`config.mk`:
```
export PLATFORM = sky130hd
export DESIGN_NAME = generic_fifo_sc_flat
export DESIGN_NICKNAME = d
export VERILOG_FILES = /design/src/rtl/generic_fifo_pkg.sv /design/src/rtl/generic_fifo_sc_if.sv /design/src/rtl/generic_sdp_ram.sv /design/src/rtl/generic_fifo_sc.sv /design/src/flat_wrapper.sv
export SDC_FILE = /design/constraint.sdc
export NUM_CORES = 1
export LEC_CHECK = 0
export ABC_CLOCK_PERIOD_IN_PS = 6500
export CORE_ASPECT_RATIO = 0.9
export CORE_MARGIN = 3
export CORE_UTILIZATION = 55
export CTS_BUF_LIST = sky130_fd_sc_hd__clkbuf_4 sky130_fd_sc_hd__clkbuf_8
export DETAILED_ROUTE_END_ITERATION = 8
export PLACE_DENSITY = 0.8
export SKIP_LAST_GASP = 1
export SYNTH_ARGS = -nofsm -noshare
export SYNTH_HDL_FRONTEND = slang
export SYNTH_SLANG_ARGS = --single-unit
```
`constraint.sdc`:
```
create_clock -name clk -period 6.5 [get_ports clk]
set_input_delay 1.3 -clock clk [delete_from_list [all_inputs] [get_ports clk]]
set_output_delay 1.3 -clock clk [all_outputs]
set_load 0.01 [all_outputs]
```
`src/rtl/generic_fifo_pkg.sv`:
```
// Shared definitions for the generic single-clock FIFO family.
package generic_fifo_pkg;

  // Read-mode selector values for the FWFT parameter.
  localparam int FIFO_MODE_NORMAL = 0;
  localparam int FIFO_MODE_FWFT   = 1;

  // Status flags derived from the registered level.
  typedef struct packed {
    logic full;
    logic empty;
    logic almost_full;
    logic almost_empty;
  } fifo_flags_t;

  // Ceiling log2, used to size the level counter so it can hold 0..DEPTH.
  function automatic int fifo_clog2(input int value);
    int result;
    int v;
    result = 0;
    v      = value - 1;
    while (v > 0) begin
      result = result + 1;
      v      = v >> 1;
    end
    return result;
  endfunction

endpackage

```
`src/rtl/generic_fifo_sc_if.sv`:
```
// Handshake and status bundle between a FIFO and its user.
interface generic_fifo_sc_if #(
  parameter int DWIDTH = 64,
  parameter int AWIDTH = 3
);

  logic              wen;
  logic [DWIDTH-1:0] wdata;
  logic              ren;
  logic [DWIDTH-1:0] rdata;
  logic              rvalid;
  logic              full;
  logic              empty;
  logic              almost_full;
  logic              almost_empty;
  logic [AWIDTH:0]   level;
  logic              overflow;
  logic              underflow;

  // The user side: issues writes and reads, observes data and status.
  modport master (
    output wen, wdata, ren,
    input  rdata, rvalid, full, empty, almost_full, almost_empty,
           level, overflow, underflow
  );

  // The FIFO side: accepts requests, drives data and status.
  modport slave (
    input  wen, wdata, ren,
    output rdata, rvalid, full, empty, almost_full, almost_empty,
           level, overflow, underflow
  );

endinterface

```
`src/rtl/generic_sdp_ram.sv`:
```
// Single-clock simple dual-port RAM: synchronous write, registered read
// with read enable. Only the read register is reset so the FIFO output
// starts at zero; the storage array itself is never cleared.
module generic_sdp_ram #(
  parameter int DWIDTH = 64,
  parameter int AWIDTH = 3
) (
  input  logic              clk,
  input  logic              rst_n,
  input  logic              we,
  input  logic [AWIDTH-1:0] waddr,
  input  logic [DWIDTH-1:0] wdata,
  input  logic              re,
  input  logic [AWIDTH-1:0] raddr,
  output logic [DWIDTH-1:0] rdata
);

  localparam int DEPTH = 1 << AWIDTH;

  logic [DWIDTH-1:0] mem [DEPTH];

  // Store the incoming word on an accepted write.
  always_ff @(posedge clk) begin
    if (we) begin
      mem[waddr] <= wdata;
    end
  end

  // Capture the addressed word only when a read is issued, otherwise hold.
  always_ff @(posedge clk or negedge rst_n) begin
    if (!rst_n) begin
      rdata <= '0;
    end else if (re) begin
      rdata <= mem[raddr];
    end
  end

endmodule

```
`src/rtl/generic_fifo_sc.sv`:
```
// Single-clock FIFO built around generic_sdp_ram. Owns the read/write
// pointers, the occupancy level, the status flags, the overflow/underflow
// pulses and, in first-word-fall-through mode, the head-word prefetch.
module generic_fifo_sc
  import generic_fifo_pkg::*;
#(
  parameter int DWIDTH     = 64,
  parameter int AWIDTH     = 3,
  parameter int FWFT       = FIFO_MODE_NORMAL,
  parameter int AFULL_LVL  = (1 << AWIDTH) - 2,
  parameter int AEMPTY_LVL = 2
) (
  input logic              clk,
  input logic              rst_n,
  generic_fifo_sc_if.slave bus
);

  localparam int DEPTH   = 1 << AWIDTH;
  localparam int LWIDTH  = fifo_clog2(DEPTH + 1);
  localparam bit IS_FWFT = (FWFT == FIFO_MODE_FWFT);

  // Pointers carry one extra wrap bit so DEPTH words can be told from zero.
  logic [AWIDTH:0]   wptr;
  logic [AWIDTH:0]   rptr;
  logic [AWIDTH:0]   ram_count;
  logic [LWIDTH-1:0] level_q;
  logic              rvalid_q;
  logic              overflow_q;
  logic              underflow_q;
  logic              wr_ok;
  logic              rd_ok;
  logic              ram_re;
  logic              underflow_cond;
  logic [DWIDTH-1:0] ram_q;
  fifo_flags_t       flags;

  // Words sitting in the RAM that have not yet been pulled out by a read.
  assign ram_count = wptr - rptr;

  // Flags come straight from the registered level so they move one cycle
  // after the write or read that changed it.
  always_comb begin
    flags              = '0;
    flags.full         = (level_q == LWIDTH'(DEPTH));
    flags.empty        = (level_q == '0);
    flags.almost_full  = (int'(level_q) >= AFULL_LVL);
    flags.almost_empty = (int'(level_q) <= AEMPTY_LVL);
  end

  // A write is gated by the registered full flag only, so a read in the
  // same cycle cannot free a slot for it.
  assign wr_ok = bus.wen & ~flags.full;

  // Read acceptance and RAM read issue differ by mode. In normal mode the
  // RAM read is the read. In FWFT mode a read consumes the head register,
  // and the RAM is read to refill that register whenever it is empty or
  // being consumed and the RAM still holds words.
  always_comb begin
    rd_ok          = 1'b0;
    ram_re         = 1'b0;
    underflow_cond = 1'b0;
    if (IS_FWFT) begin
      rd_ok          = bus.ren & rvalid_q;
      ram_re         = (ram_count != '0) & (~rvalid_q | rd_ok);
      underflow_cond = bus.ren & ~rvalid_q;
    end else begin
      rd_ok          = bus.ren & ~flags.empty;
      ram_re         = rd_ok;
      underflow_cond = bus.ren & flags.empty;
    end
  end

  // Advance the write pointer on every accepted write.
  always_ff @(posedge clk or negedge rst_n) begin
    if (!rst_n) begin
      wptr <= '0;
    end else if (wr_ok) begin
      wptr <= wptr + 1'b1;
    end
  end

  // Advance the read pointer whenever a word leaves the RAM.
  always_ff @(posedge clk or negedge rst_n) begin
    if (!rst_n) begin
      rptr <= '0;
    end else if (ram_re) begin
      rptr <= rptr + 1'b1;
    end
  end

  // Level counts every word the FIFO is responsible for, including the
  // FWFT head register; a simultaneous write and read leaves it alone.
  always_ff @(posedge clk or negedge rst_n) begin
    if (!rst_n) begin
      level_q <= '0;
    end else if (wr_ok && !rd_ok) begin
      level_q <= level_q + 1'b1;
    end else if (rd_ok && !wr_ok) begin
      level_q <= level_q - 1'b1;
    end
  end

  // rvalid marks a fresh read result in normal mode, and head-register
  // occupancy in FWFT mode (filled by a RAM read, cleared when consumed).
  always_ff @(posedge clk or negedge rst_n) begin
    if (!rst_n) begin
      rvalid_q <= 1'b0;
    end else if (IS_FWFT) begin
      if (ram_re) begin
        rvalid_q <= 1'b1;
      end else if (rd_ok) begin
        rvalid_q <= 1'b0;
      end
    end else begin
      rvalid_q <= rd_ok;
    end
  end

  // Single-cycle error pulses for rejected writes and reads.
  always_ff @(posedge clk or negedge rst_n) begin
    if (!rst_n) begin
      overflow_q  <= 1'b0;
      underflow_q <= 1'b0;
    end else begin
      overflow_q  <= bus.wen & flags.full;
      underflow_q <= underflow_cond;
    end
  end

  // The RAM read register doubles as the output data register (and as the
  // head register in FWFT mode), which keeps normal-mode latency at one.
  generic_sdp_ram #(
    .DWIDTH (DWIDTH),
    .AWIDTH (AWIDTH)
  ) u_ram (
    .clk   (clk),
    .rst_n (rst_n),
    .we    (wr_ok),
    .waddr (wptr[AWIDTH-1:0]),
    .wdata (bus.wdata),
    .re    (ram_re),
    .raddr (rptr[AWIDTH-1:0]),
    .rdata (ram_q)
  );

  assign bus.rdata        = ram_q;
  assign bus.rvalid       = rvalid_q;
  assign bus.full         = flags.full;
  assign bus.empty        = flags.empty;
  assign bus.almost_full  = flags.almost_full;
  assign bus.almost_empty = flags.almost_empty;
  assign bus.level        = level_q;
  assign bus.overflow     = overflow_q;
  assign bus.underflow    = underflow_q;

endmodule

```
`src/flat_wrapper.sv`:
```
// flat-port wrapper written by rule: the top's interface ports become plain ports
module generic_fifo_sc_flat import generic_fifo_pkg::*;
#(
  parameter int DWIDTH     = 64,
  parameter int AWIDTH     = 3,
  parameter int FWFT       = FIFO_MODE_NORMAL,
  parameter int AFULL_LVL  = (1 << AWIDTH) - 2,
  parameter int AEMPTY_LVL = 2
)
  (clk, rst_n, bus_wen, bus_wdata, bus_ren, bus_rdata, bus_rvalid, bus_full, bus_empty, bus_almost_full, bus_almost_empty, bus_level, bus_overflow, bus_underflow);
  generic_fifo_sc_if #(.DWIDTH(DWIDTH), .AWIDTH(AWIDTH)) bus_i ();
  input logic clk;
  input logic rst_n;
  input wire logic [$bits(bus_i.wen)-1:0] bus_wen;
  input wire logic [$bits(bus_i.wdata)-1:0] bus_wdata;
  input wire logic [$bits(bus_i.ren)-1:0] bus_ren;
  output wire logic [$bits(bus_i.rdata)-1:0] bus_rdata;
  output wire logic [$bits(bus_i.rvalid)-1:0] bus_rvalid;
  output wire logic [$bits(bus_i.full)-1:0] bus_full;
  output wire logic [$bits(bus_i.empty)-1:0] bus_empty;
  output wire logic [$bits(bus_i.almost_full)-1:0] bus_almost_full;
  output wire logic [$bits(bus_i.almost_empty)-1:0] bus_almost_empty;
  output wire logic [$bits(bus_i.level)-1:0] bus_level;
  output wire logic [$bits(bus_i.overflow)-1:0] bus_overflow;
  output wire logic [$bits(bus_i.underflow)-1:0] bus_underflow;
  assign bus_i.wen = bus_wen;
  assign bus_i.wdata = bus_wdata;
  assign bus_i.ren = bus_ren;
  assign bus_rdata = bus_i.rdata;
  assign bus_rvalid = bus_i.rvalid;
  assign bus_full = bus_i.full;
  assign bus_empty = bus_i.empty;
  assign bus_almost_full = bus_i.almost_full;
  assign bus_almost_empty = bus_i.almost_empty;
  assign bus_level = bus_i.level;
  assign bus_overflow = bus_i.overflow;
  assign bus_underflow = bus_i.underflow;
  generic_fifo_sc #(.DWIDTH(DWIDTH), .AWIDTH(AWIDTH), .FWFT(FWFT), .AFULL_LVL(AFULL_LVL), .AEMPTY_LVL(AEMPTY_LVL)) u_core (.clk(clk), .rst_n(rst_n), .bus(bus_i));
endmodule
```
==> metrics.md, run 1 <==
| Metric | Value |
|---|---|
| Post-Syn Area | about 0.023 mm² |
| Area Overhead vs Synth | 16.4% |
| Share of layout cells above drive strength 1 | about a fifth |
| Initial Util | between 50% and 60% |
| Core ar. | approximately 0.04 mm² |
| Post-synth EDFFs | between 500 and 600 |
| Ys flop type | edfxtp_1 |
| Number of remaining DRC errors | 0 |
| Routed len/inst | approximately 23 µm |
| Clock share of power | roughly 25% |
| Clock root cell | clkbuf_8 |
| Yosys reg bits | 589 |
| Router iterations before antenna repair | 5 |
| First-pass GRT wire length | roughly 71 mm |
| Peak supply drop | approximately 330 µV |
| Fin. Hold Viols | 0 |
| Gpl congestion | ~0.75 |
| Worst-Margin Slew | slightly above 1 ns |
| Max-Slew Margin vs Limit | about a third |
| Post-synth ARST share | between 10% and 20% |
| Pre-CTS setup slack | 2.59 ns |
| Placed cell area | 0.0244 mm² |
| HPWL Detailed | ~26 mm |
| P_sw | between 3 and 4 mW |
| Clock transition at path regs | approximately 0.06 ns |
| RSZ-0062 raised after global routing | no |
| Syn_area_per_cell | 18.3 µm² |
| Clock Latency Late Sink | between 0.6 and 0.7 ns |
| Slowest cell on the critical path | clkdlybuf4s50_1 |
| Period utilization | ~52% |
| Initial antenna violation count | 5 |
| Total CTS buffers | slightly below 90 |
| Leakage power | 9.12 nW |
| Sequential-to-total area share from yosys stat | 76.8% |
| Via count | approximately 12,000 |
| CTS tree | done |
| Max-slew violations | 0 |
| M3 GR Usage | between 4 and 5% |
| Status | finished, final reports clean |
| Worst path max stage delay | approximately 0.6 ns |
| FF-to-FF setup slack | between 3 and 4 ns |
| Setup Fix Bufs, Post-CTS | 0 |
| Busiest grt layer | met2 |
| Flop pwr share | approximately 45% |
| Detailed Route WL | between 40 and 50 mm |
| Final Critical Period | 3.40 ns |
| Post-route ant nets | 0 |
| Slack of the critical path | 3.10 ns |
| Worst EP required | around 5.2 ns |
| Port Buffers | between 100 and 150 |
| Setup Skew | 0.0268 ns |
| Sw frac | about a third |
| Crit end category | output port |
| DIE WIDTH | 219 µm |
| Fmax | about 0.29 GHz |
| Mapped Cells | around 1,200 |
| Die height | slightly below 200 µm |
| Layout Nets | 1,486 |
| Worst min-delay path class | flip-flop to flip-flop |
| H-Tree Depth | 3 |
| Crit path cell chain | nor4b_4 > clkdlybuf4s50_1 |
| Number of global-route vias before repair | 12,469 |
| I/O pin count | approximately 140 |
| Int Pwr | ~8.0 mW |
| Worst Path Buf+Inv | 1 |
| Fin Setup TNS | 0 ns |
| Grt ovf | 0 |
| Hold_ws | about 0.48 ns |
| Combinational Power Share | 30.1% |
| Detailed Route Iter0 Violations | approximately 1,300 |
| Post-Syn Nets | about 1,300 |
| Die Area | approximately 0.043 mm² |
| Total track usage | 21.5% |
| Setup violations, final | 0 |
| Clock tree sinks | about 600 |
| CP top delay family | buffers and inverters |
| Grt met1 use | approximately 29% |
| Cells resized by post-CTS repair | 0 |
| Maximum buffer depth of the clock tree | 3 |
| Startpoint types | flip-flop |
| Met2 usage | between 30% and 40% |
| Final Util | around two thirds |
| CTS Hold Bufs | 0 |
| Synth unique cells | 39 |
| Arr. time, crit path | between 2 and 2.5 ns |
| Largest net degree at the start of global routing | around 140 |
| Design area | 0.0262 mm² |
| Ys Warns | 0 |
| Max FO, Critical Path | 8 |
| Power per cell area | approximately 450 mW/mm² |
| Row count | 69 |
| Via density | between 5 and 6 |
| Max Cap Viol | 0 |
| Crit path kind | flip-flop to output port |
-- final cells by class --
| type | count | area (µm²) |
|---|---|---|
| flip-flops and latches | 589 | 17300 |
| fillers | 2630 | 13800 |
| multi-input cells | 569 | 4840 |
| repair buffers | 161 | 1620 |
| clock buffers | 121 | 1500 |
| well taps | 532 | 666 |
| clock inverters | 45 | 264 |
| inverters | 2 | 7.51 |
| diodes | 3 | 7.51 |
-- power by group through the flow --
stage          Combinational (mW)  Sequential [mW]  Clock (mW)
6_report                     3.53             5.25        2.95
3_5_place_dp                 3.54             5.31           0
2_1_floorplan                2.27             5.30           0
5_1_grt                      3.80             5.31        3.17
4_1_cts                      3.56             5.25        3.01
3_3_place_gp                 3.45             5.28           0
-- layout by cell type, fill, tap and decap left out, types with 5 or more instances in the layout --
master and count:
clkinv_1 21, a221o_1 17, nand2_1 74, edfxtp_1 512, xnor2_1 5, o21ai_1 64, buf_4 15, mux2_2 130
clkbuf_8 95, clkdlybuf4s50_1 141, o221ai_1 47, clkinv_2 15, nor2_4 7, dfrtp_1 76, a22oi_1 47, inv_6 5
mux2i_1 129, clkbuf_4 26, o22ai_1 17, buf_12 5, ha_1 5
-- path summary, 6_finish.rpt --
| check | start | to | depth (start not counted) |
|---|---|---|---|
| max in group asynchronous | rst_n | u_core.rptr[0] | 2 |
| worst max-delay path | u_core.bus.level[1] | bus_full | 2 |
| worst max register to register | u_core.bus.level[1] | u_core.bus.level[3] | 8 |
| min in group asynchronous | rst_n | u_core.u_ram.rdata[18] | 1 |
| worst min register to register | u_core.u_ram.rdata[6] | u_core.u_ram.rdata[6] | 2 |
| worst min-delay path | u_core.u_ram.rdata[6] | u_core.u_ram.rdata[6] | 2 |
-- worst min-delay path: cells and delay by family, from the launching register on --
| family | cells | cell delay (ns) |
|---|---|---|
| and+or+nand+nor | 1 | 0.05 |
| DFF | 1 | 0.34 |
| AOI/OAI and AO/OA | 1 | 0.06 |
-- state kept, by name (all words and copies together), names as in the netlist --
| name | count |
|---|---|
| u_core.bus.level | 4 |
| u_core.bus.underflow | 1 |
| u_core.u_ram.rdata | 64 |
| u_core.bus.rvalid | 1 |
| u_core.bus.overflow | 1 |
| u_core.u_ram.mem | 512 |
| u_core.wptr | 3 |
| u_core.rptr | 3 |
-- per-layer routing --
layer / part of all wire (%) / wire length [µm]
met1: 42 / 19600
met2: 50 / 22900
met3: 5.9 / 2720
met4: 2.3 / 1050
met5: 0.050 / 23
-- synth_stat cells (all sizes together) (17+ instances only) --
cell type | number | share of area (%)
buf | 44 | 1.6
clkbuf | 27 | 0.49
o221ai | 47 | 1.8
dfrtp | 77 | 8.6
o21ai | 66 | 1.5
mux2i | 129 | 5.7
a221o | 17 | 0.76
a22oi | 47 | 1.6
edfxtp | 512 | 68
nand2 | 75 | 1.2
o22ai | 17 | 0.47
mux2 | 130 | 6.5
-- stage by stage --
stage / power (mW) / cells
after detailed placement: 8.85 / 1853
final: 11.7 / 2022
after CTS: 11.8 / 2019
after global placement: 8.72 / 1853
after global routing: 12.3 / 2021
after floorplan: 7.58 / 1231
-- logic make-up (layout without fill, tap and decap cells) --
logic type	Yosys count	after routing	share of synthesized area (%)
AND/OR/NAND/NOR	98	98	1.94
buffers and inverters	73	329	2.13
other	0	3	0
multiplexers	259	259	12.2
AO/OA/AOI/OAI	200	200	6.28
XOR/XNOR	6	6	0.233
adder cells (fa/ha/maj)	6	6	0.367
flip-flops	589	589	76.8
(Power assumes the default switching activity.)
==> run 2, diff against run 1 <==
--- a/config.mk
+++ b/config.mk
@@ -5,13 +5,13 @@
 export SDC_FILE = /design/constraint.sdc
 export NUM_CORES = 1
 export LEC_CHECK = 0
-export ABC_CLOCK_PERIOD_IN_PS = 6500
+export ABC_CLOCK_PERIOD_IN_PS = 3000
 export CORE_ASPECT_RATIO = 0.9
 export CORE_MARGIN = 3
 export CORE_UTILIZATION = 55
 export CTS_BUF_LIST = sky130_fd_sc_hd__clkbuf_4 sky130_fd_sc_hd__clkbuf_8
 export DETAILED_ROUTE_END_ITERATION = 8
-export PLACE_DENSITY = 0.8
+export PLACE_DENSITY = 0.83
 export SKIP_LAST_GASP = 1
 export SYNTH_ARGS = -nofsm -noshare
 export SYNTH_HDL_FRONTEND = slang
==> constraint.sdc (replaced) <==
create_clock -name clk -period 3 [get_ports clk]
set_input_delay 0.6 -clock clk [delete_from_list [all_inputs] [get_ports clk]]
set_output_delay 0.6 -clock clk [all_outputs]
set_load 0.01 [all_outputs]
==> run 2 against run 1 <==
  * Global-route usage about the same
  * Routed wire length is 0.78% lower
  * Sequential share of layout area is 0.82 points lower
  * Clock skew increased by 0.0021 ns
  * Largest cell class unchanged
==> metrics.md, run 2 (synthesis gave the netlist of run 1 again) <==
| Metric | Value |
|---|---|
| Worst EP required | 3.49 ns (-1.71 ns) |
| Fin. Hold Viols | 0 (unchanged) |
| Initial antenna violation count | 4 (-1) |
| Crit path kind | flip-flop to flip-flop |
| Area Overhead vs Synth | 17.9% |
| Initial Util | 56.3% (unchanged) |
| Worst Path Buf+Inv | 1 (unchanged) |
| Max-Slew Margin vs Limit | 49.3% (+18 points) |
| Top reg by flops | u_core.u_ram.mem |
| Largest net degree at the start of global routing | 132 (-8.3%) |
| Setup violations, final | 0 (unchanged) |
| Worst setup path end | u_core.bus.level[3] |
| Leakage power | 9.25 nW (+1.4%) |
| Share of layout cells above drive strength 1 | 22.1% (+1.1 points) |
| Setup Skew | 0.0290 ns (+0.00214 ns) |
| Grt ovf | 0 (unchanged) |
| Worst min-delay path class | primary input to async pin |
| Setup Fix Bufs, Post-CTS | 0 (unchanged) |
| Power per cell area | 969 mW/mm² (+120%) |
| Number of remaining DRC errors | 0 (unchanged) |
| Number of global-route vias before repair | 12,339 (-1.0%) |
| Via density | 5.80 (-1.3%) |
| H-Tree Depth | 3 (unchanged) |
| Clock Latency Late Sink | 0.63 ns (about the same) |
| Most frequent cells in the layout | edfxtp_1, clkdlybuf4s50_1, mux2_2 |
| Crit end category | flip-flop |
| First-pass GRT wire length | 71.0 mm (-0.21%) |
| Via count | 11,800 (-0.72%) |
| Design area | 0.0266 mm² (+1.3%) |
| Reg2reg start | u_core.bus.level[0] |
| Total CTS buffers | 88 (-1.1%) |
| Gpl congestion | 0.758 (+0.77%) |
| Max FO, Critical Path | 7 (-1) |
| Cells resized by post-CTS repair | 0 (unchanged) |
| Worst path max stage delay | 0.51 ns (-0.08 ns) |
| Arr. time, crit path | 3.27 ns (+1.17 ns) |
| HPWL Detailed | 26.2 mm (+1.9%) |
| Period utilization | about 90% |
| Crit path cell chain | nor4_4 > nand2b_4 > ha_1 > inv_1 > ha_1 > a21o_1 > a2111oi_0 > o31ai_1 |
| Post-route ant nets | 0 (unchanged) |
| CTS Hold Bufs | 1 (+1) |
| Row count | 69 (unchanged) |
| CTS tree | done |
| Final Util | 66.4% (+0.85 points) |
| Status | finished, final reports clean |
| Clock tree sinks | 589 (unchanged) |
| DIE WIDTH | 219 µm (unchanged) |
| Fmax | between 0.3 and 0.4 GHz |
| Crit. Startpoint | u_core.bus.level[0] |
| Router iterations before antenna repair | 5 (unchanged) |
| Die Area | 0.0434 mm² (unchanged) |
| Final Critical Period | 2.78 ns |
| Critical Path Most Common Cell | ha_1 |
| Die height | 198 µm (unchanged) |
| Stages on worst setup path | 8 (+6) |
| RR Endpoint | u_core.bus.level[3] |
| Detailed Route WL | 45.9 mm (-0.78%) |
| Core ar. | 0.0400 mm² (unchanged) |
| Placed cell area | 0.0247 mm² (+1.2%) |
| Clock root cell | clkbuf_8 |
| Clock transition at path regs | 0.06 ns (about the same) |
| Maximum buffer depth of the clock tree | 3 (unchanged) |
| Port Buffers | 142 (unchanged) |
| I/O pin count | 143 (unchanged) |
| Worst reg2reg path depth | 8 (unchanged) |
| Routed len/inst | 22.6 µm (-1.3%) |
| Slowest cell on the critical path | a2111oi_0 |
| Max-slew violations | 0 (unchanged) |
| Layout Nets | 1,500 (+0.94%) |
| Max Cap Viol | 0 (unchanged) |
| Worst-Margin Slew | 0.760 ns (-0.267 ns) |
| Detailed Route Iter0 Violations | 1,081 (-14%) |
| RSZ-0062 raised after global routing | no |
| Startpoint types | flip-flop |
| Peak supply drop | 547 µV (+66%) |
| CP top delay family | compound AO/OA/AOI/OAI gates |
| Total track usage | 21.4% (-0.029 points) |
| Fill cells | 2,518 (-4.3%) |
| FF-to-FF setup slack | 0.22 ns (-3.19 ns) |
| Most common cell after layout, fill and taps aside | edfxtp_1 |
| Largest register FFs | 512 (unchanged) |
-- run 2: cell types whose count changed in the layout (fill, tap and decap cells not counted), moves of 2 or more --
cell and change:
clkinv_2 -6, clkinv_1 -2, clkinvlp_4 +3, dfrtp_2 +4
buf_12 +14, inv_6 -4, clkbuf_8 +8, dfrtp_1 -4
-- run 2: final cells by class --
| class | instances | area [µm²] | share of cell area, % |
|---|---|---|---|
| inverter | 2 | 7.51 | 0.0283 |
| sequential | 589 | 17300 | 65.2 |
| antenna | 2 | 5.00 | 0.0188 |
| clock buffer | 130 | 1620 | 6.10 |
| clock inverter | 33 | 178 | 0.669 |
| multi-input combinational | 569 | 4860 | 18.3 |
| timing repair buffer | 176 | 1910 | 7.21 |
| tap | 532 | 666 | 2.51 |
-- run 2: how the worst min path moves through the flow --
| stage | end | slack (ns) |
|---|---|---|
| 3_5_place_dp | u_core.u_ram.rdata[54] | 0.47 |
| 3_3_place_gp | u_core.u_ram.rdata[20] | 0.47 |
| 6_report | u_core.u_ram.rdata[57] | 0.45 |
| 5_1_grt | u_core.rptr[0] | 0.46 |
| 4_1_cts | u_core.u_ram.rdata[57] | 0.41 |
| 2_1_floorplan | u_core.bus.level[0] | 0.30 |
-- run 2: metrics by stage --
stage	hold WS [ns]	instances	setup TNS [ns]	total power, mW	setup WS [ns]
2_1_floorplan	0.304	1231	-26.60	16.4	-0.118
3_3_place_gp	0.465	1867	0	19.2	0.190
3_5_place_dp	0.474	1867	0	19.4	0.130
4_1_cts	0.410	2031	0	26.0	0.275
5_1_grt	0.459	2032	0	26.9	0.0376
6_report	0.450	2033	0	25.7	0.221
-- run 2: routing by layer --
layer	vias up	part of all wire, %	global-route usage [%]
met3	94	5.8	4.22
met4	4	2.6	8.06
met2	377	49	34.7
met1	6010	42	29.2
li1	5315	-	-
met5	-	0.067	0
-- run 2: report_power, final --
| group | switching [mW] | leakage (nW) | internal [mW] |
|---|---|---|---|
| Clock | 2.92 | 0.949 | 3.55 |
| Combinational | 4.32 | 2.73 | 3.64 |
| Sequential | 0.741 | 5.57 | 10.6 |
